<file path="src/rtl/m_axi_read.sv">
// AXI read-data deserializer: captures a 32-beat R-channel burst into 32 lane
// registers and hands the full vector to the compute array via valid/ready.
module m_axi_read #(
    parameter int unsigned LOAD_DATA_WIDTH = 32,
    parameter int unsigned AXI_WIDTH_DA    = 32
) (
    input  logic                          clk,
    input  logic                          rst,
    input  logic                          start_i,
    input  logic [AXI_WIDTH_DA-1:0]       m_axi_memory_bus_RDATA,
    input  logic                          m_axi_memory_bus_RVALID,
    input  logic                          m_axi_memory_bus_RLAST,
    input  logic [1:0]                    m_axi_memory_bus_RRESP,
    output logic                          m_axi_memory_bus_RREADY,
    output logic [32*LOAD_DATA_WIDTH-1:0] load_data_o,
    output logic                          load_valid_o,
    input  logic                          load_ready_i,
    output logic [4:0]                    beat_cnt_o,
    output logic                          busy_o,
    output logic                          err_o
);

    typedef enum logic [1:0] {IDLE, RECV, HOLD} state_t;

    state_t                     state, state_nxt;
    logic [LOAD_DATA_WIDTH-1:0] lanes [32];
    logic                       hs;
    logic                       last_beat;
    logic                       restart;

    assign hs        = m_axi_memory_bus_RVALID && m_axi_memory_bus_RREADY;
    assign last_beat = (beat_cnt_o == 5'd31);
    assign restart   = ((state == IDLE) && start_i) ||
                       ((state == HOLD) && load_ready_i && start_i);

    always_ff @(posedge clk or posedge rst) begin
        if (rst) state <= IDLE;
        else     state <= state_nxt;
    end

    always_comb begin
        state_nxt = state;
        unique case (state)
            IDLE: if (start_i) state_nxt = RECV;
            RECV: if (hs && last_beat) state_nxt = HOLD;
            HOLD: if (load_ready_i) state_nxt = start_i ? RECV : IDLE;
            default: state_nxt = IDLE;
        endcase
    end

    // RREADY is taken straight from the state register, so it is glitch-free
    // and drops asynchronously with rst.
    always_comb begin
        m_axi_memory_bus_RREADY = (state == RECV);
        busy_o                  = (state != IDLE);
    end

    always_ff @(posedge clk or posedge rst) begin
        if (rst) begin
            beat_cnt_o   <= '0;
            err_o        <= 1'b0;
            load_valid_o <= 1'b0;
            for (int unsigned i = 0; i < 32; i++) lanes[i] <= '0;
        end else begin
            if (restart) begin
                beat_cnt_o <= '0;
                err_o      <= 1'b0;
            end
            if ((state == RECV) && hs) begin
                lanes[beat_cnt_o] <= m_axi_memory_bus_RDATA[LOAD_DATA_WIDTH-1:0];
                beat_cnt_o        <= beat_cnt_o + 5'd1;
                // RLAST must coincide exactly with beat 31; any non-OKAY response is also an error
                if ((m_axi_memory_bus_RRESP != 2'b00) ||
                    (m_axi_memory_bus_RLAST != last_beat))
                    err_o <= 1'b1;
                if (last_beat) load_valid_o <= 1'b1;
            end
            if ((state == HOLD) && load_ready_i) load_valid_o <= 1'b0;
        end
    end

    always_comb begin
        load_data_o = '0;
        for (int unsigned k = 0; k < 32; k++)
            load_data_o[k*LOAD_DATA_WIDTH +: LOAD_DATA_WIDTH] = lanes[k];
    end

endmodule

</file>
<file path="config.mk">
export PLATFORM = sky130hd
export DESIGN_NAME = m_axi_read
export DESIGN_NICKNAME = d
export VERILOG_FILES = /design/src/rtl/m_axi_read.sv
export SDC_FILE = /design/constraint.sdc
export NUM_CORES = 2
export LEC_CHECK = 0
export CAP_MARGIN = 20
export CORE_AREA = 2 2 418 420
export DETAILED_ROUTE_END_ITERATION = 12
export DIE_AREA = 0 0 420 422
export GPL_TIMING_DRIVEN = 0
export PLACE_DENSITY = 0.52
export REMOVE_ABC_BUFFERS = 1
export SYNTH_ARGS = -nofsm -noshare
export SYNTH_HDL_FRONTEND = slang
export SYNTH_SLANG_ARGS = --single-unit
</file>
<file path="constraint.sdc">
create_clock -name clk -period 33.5 [get_ports clk]
set_clock_uncertainty 0.2 [all_clocks]
set_input_delay 3.35 -clock clk [delete_from_list [all_inputs] [get_ports clk]]
set_output_delay 3.35 -clock clk [all_outputs]
set_load 0.01 [all_outputs]
</file>
After elaboration in Yosys (flattened, before gate mapping). Index checks and enable logic that the tools add are counted.

$add $sub $neg: 1. $mul: 0. Divide/modulo/power cells: 0. $lt $le $gt $ge: 2. Equal/unequal tests: 7. Shift-type cells: 0. Mux-type cells: 16. Bitwise operators: 1. Reductions and logical operators: 17.

Operators by type and width (number): bitwise mux 1024 bit (1); demux 32 bit (select 5 bit) (1); 2-to-1 mux 32 bit (1); 2-to-1 mux 5 bit (2); nonzero test 2 bit (5); logical AND 1 bit (7); 2-to-1 mux 1 bit (7); >= comparator 6 bit (second input constant) (1); < comparator 6 x 1 -> 1 bit (second input constant) (1); 2-to-1 mux 2 bit (3); inverter 5 -> 6 bit (1); case mux 2 bit (3 select lines) (1); adder 5 x 1 -> 5 bit (second input constant) (1); == test 5 bit (second input constant) (1); inequality test 2 bit (second input constant) (2); AND reduction 3 bit (1); == test 2 x 1 -> 1 bit (second input constant) (1); == test 2 bit (second input constant) (1); zero test 2 bit (1); logical OR 1 bit (2); inequality test 2 x 1 -> 1 bit (second input constant) (1); AND reduction 2 bit (1); inequality test 1 bit (1).

Register bits after elaboration: 1033. Bits in latches: 0. Bits in writable memories: 0. Memory bits (read-only): 0. Output and inout bits: 1033. Memories: 0.

Depth between registers and ports, before layout.
Word-level depth: 7. Mapped depth: 6.

Worst setup path after synthesis. OpenSTA, ideal clock, no wires.

Path kind: input to register. From: in m_axi_memory_bus_RVALID. To: reg lanes, in the netlist load_data_o[512]. Setup time: 0.125 ns. Arrival time: 4.433 ns. Required time: 33.175 ns. Setup slack: 28.742 ns. Cell stages on the path: 5. Path buffers: 2. Cells stage by stage: clkbuf_8 > and4b_2 > nand2_1 > buf_6 > mux2_2.

Longest elaborated chain between the ends: 2.

RTL lines: from (decl) (RTL line 11) `input logic m_axi_memory_bus_RVALID,`; logical AND 1 bit (RTL line 31) `assign hs = m_axi_memory_bus_RVALID && m_axi_memory_bus_RREADY;`; logical AND 1 bit (RTL line 69) `if ((state == RECV) && hs) begin`; to (signal, indexed assignment) (RTL line 70) `lanes[beat_cnt_o] <= m_axi_memory_bus_RDATA[LOAD_DATA_WIDTH-1:0];`; to (decl) (RTL line 26) `logic [LOAD_DATA_WIDTH-1:0] lanes [32];`.

Every way passes these cells. A chain may end at the register's enable or synchronous reset.

Final worst setup path.
From: reg state[0]. To: out m_axi_memory_bus_RREADY.

Longest elaborated chain between the ends: 1.

RTL lines: from (decl) (RTL line 25) `state_t state, state_nxt;`; from (signal assigned) (RTL line 38) `else state <= state_nxt;`; == test 2 x 1 -> 1 bit (RTL line 54) `m_axi_memory_bus_RREADY = (state == RECV);`; to (decl) (RTL line 14) `output logic m_axi_memory_bus_RREADY,`.

Every way passes these cells.

==> results.sh <==
export IMPL_status="complete, no violations"
export IMPL_gr_usage_all_layers_pct=16.41
export IMPL_seq_area_mm2=0.02585
export IMPL_clock_path_buffers=3
export IMPL_max_slew_margin_rel_pct=38.98
export IMPL_dieArea_mm2=0.1772
export IMPL_synth_top_area_share_pct=65.68
export IMPL_syn_area_per_cell_um2=16.81
export IMPL_rows=153
export IMPL_clock_sinks=1033
export IMPL_cp_arrival_ns=2.39
export IMPL_ir_drop_uv=46.19
export IMPL_synth_ff_latch_count=1033
export IMPL_yosys_top_cells_area="dfrtp_1 (66%), mux2_2 (28%), buf_6 (1.0%)"
export IMPL_cts_resized=0
export IMPL_area_growth_pct=44.71
export IMPL_io_buffers=1072
export IMPL_min_path_cells=1
export IMPL_rsz0062_at_grt="false"
export IMPL_grt_overflow=0
export IMPL_reg2reg_to="load_data_o[760]$_DFFE_PP0P_"
export IMPL_clkTransAtPathRegs_ns=0.06
export IMPL_fmax_ghz=0.1685
export IMPL_vias=24085
export IMPL_r2r_slack_ns=30.68
export IMPL_gp_congestion=0.7369
export IMPL_cp_max_fo=15
export IMPL_layout_drive_gt1_share_pct=37.97
export IMPL_dp_hpwl_um=105100
export IMPL_drt_wl_total_um=147800
export IMPL_first_iter_violations=1193
export IMPL_p_leak_nw=25.97
export IMPL_setup_tns_ns=0
export IMPL_cts_tree="built"
export IMPL_syn_area_mm2=0.03936
export IMPL_hp_class="reg2reg"
export IMPL_nFillCells=17043
export IMPL_remaining_drc_errors=0
export IMPL_cts_buffers=118
export IMPL_power_density_mw_per_mm2=84.15
export IMPL_mostFrequentLayoutCell="clkdlybuf4s50_1"
export IMPL_fin_area_mm2=0.05696
export IMPL_critPathCaptureType="output pin"
export IMPL_critPathRequiredTime_ns=29.95
export IMPL_finalCriticalPeriod_ns=5.936
export IMPL_ys_dominant_reg_cell="dfrtp_1"
export IMPL_min_to="load_data_o[750]$_DFFE_PP0P_"
export IMPL_final_period_utilization_pct=17.72
export IMPL_synth_largest_area_cell="dfrtp_1"
export IMPL_drv_cap=0
export IMPL_async_reset_ff_share_pct=100.0
export IMPL_synth_edf_count=0
export IMPL_die_h_um=422
export IMPL_yosys_warnings=0
export IMPL_hold_buffers=0
export IMPL_ios=1073
export IMPL_slew_violations=0
export IMPL_grt_max_degree=120
export IMPL_antenna_found_initial=4
export IMPL_hold_slack_ns=0.2843
export IMPL_start_util_pct=22.77
export IMPL_multiInputGateArea_mm2=0.01232
export IMPL_dieWidth_um=420
export IMPL_hold_violations=0
export IMPL_grt_pass1_vias=25301
export IMPL_cts_root_buffer="clkbuf_16"
export IMPL_worstMarginPinSlew_ns=0.9153
export IMPL_worstSkewPairLatency_ns=0.76
export IMPL_ys_types=36
export IMPL_ant_nets=0
export IMPL_htreeDepth=3
export IMPL_crit_type="reg2out"
export IMPL_fin_nets=3442
export IMPL_dr_pass1_iters=5
export IMPL_seq_area_frac_synth_pct=65.68
export IMPL_synth_cells=2341
export IMPL_reg2reg_depth=4
export IMPL_worst_setup_path_start_kind="flop"
export IMPL_grt_first_pass_wirelength_um=205500
export IMPL_vias_per_cell=4.138
export IMPL_setup_violations=0
export IMPL_min_from="load_data_o[750]$_DFFE_PP0P_"
export IMPL_finalPower_mw=4.793
export IMPL_wl_per_cell_um=25.38
export IMPL_core_area_mm2=0.1729
export IMPL_r2r_start="state[0]$_DFFE_PP0P_"
export IMPL_cts_setup_buffers=0
export IMPL_place_area_mm2=0.05304
export IMPL_mostFrequentLayoutCells="clkdlybuf4s50_1 (1040), dfrtp_1 (1033), mux2_2 (993), clkbuf_16 (120), buf_12 (50)"
## how the worst max path moves through the flow
stage                                    start                           end  slack, ns  depth (start not counted)
after floorplan                            rst     beat_cnt_o[0]$_DFFE_PP0P_       0.88                          1
after global placement                     rst  load_data_o[980]$_DFFE_PP0P_     -13.71                          2
after detailed placement                   rst  load_data_o[448]$_DFFE_PP0P_      26.81                          6
after CTS                 state[0]$_DFFE_PP0P_       m_axi_memory_bus_RREADY      27.46                          2
after global routing                       rst  load_data_o[448]$_DFFE_PP0P_      27.38                          6
final                     state[0]$_DFFE_PP0P_       m_axi_memory_bus_RREADY      27.56                          2
## flip-flops by register name, summed over array words and instances (netlist names)
register      flops
load_data_o    1024
beat_cnt_o        5
state             2
err_o             1
load_valid_o      1
## report_power, final
part | internal, mW | leakage [nW] | switching (mW)
Sequential | 1.63 | 13.8 | 0.196
Clock | 0.756 | 1.93 | 0.547
Combinational | 0.965 | 10.2 | 0.695
Total | 3.36 | 26.0 | 1.44
## worst max-delay path, stage by stage (launching register included)
cell and delay [ns]:
dfrtp_1 0.73, nor2b_1 0.29, clkdlybuf4s50_1 0.61
## Yosys cell counts (2+ instances only)
library cell  count
nand3b_4          2
o21ai_0           4
nor2b_1           2
mux2_1           32
nand2b_1          2
buf_6            36
mux2_2          993
dfrtp_1        1033
buf_4            52
a31oi_1           2
nand2_1          19
ha_1              5
clkbuf_1         97
nor2_4           12
nor2_2            4
nand4b_4          4
a22o_1            3
buf_2            13
and4b_2           4
inv_1             5
nor3b_2           2
## per-layer routing
layer | track usage [%] | routed length, um | vias to the layer above
li1 | - | - | 10329
met1 | 18.30 | 55030 | 12748
met2 | 28.66 | 75570 | 755
met3 | 4.280 | 10030 | 251
met4 | 8.285 | 7127 | 2
met5 | 0 | 9 | -
## area by class of cell
cell class	instances	share of cell area, %
clock inverters	36	0.6590
diodes	4	0.01757
well taps	2325	5.108
inverters	5	0.04613
flip-flops and latches	1033	45.39
repair buffers	1135	20.94
multi-input cells	1104	21.63
clock buffers	179	6.206
## per-stage QoR
step / setup slack (ns) / utilization, % / cells
2_1_floorplan: 0.8783 / - / 2142
3_3_place_gp: -13.71 / 29.94 / 5539
3_5_place_dp: 26.81 / 30.68 / 5602
4_1_cts: 27.46 / 32.94 / 5817
5_1_grt: 27.38 / 32.94 / 5817
6_report: 27.56 / 32.95 / 5821
## cells by family after synthesis
kind of cell,Yosys count,share of synthesized area (%)
simple gates,61,1.402
flops,1033,65.68
fa+ha+maj,5,0.1589
xor+xnor,1,0.02226
mux,1026,29.35
buf+inv,204,3.195
compound gates,11,0.1939
Note: power is estimated with default switching activity, not from simulation.
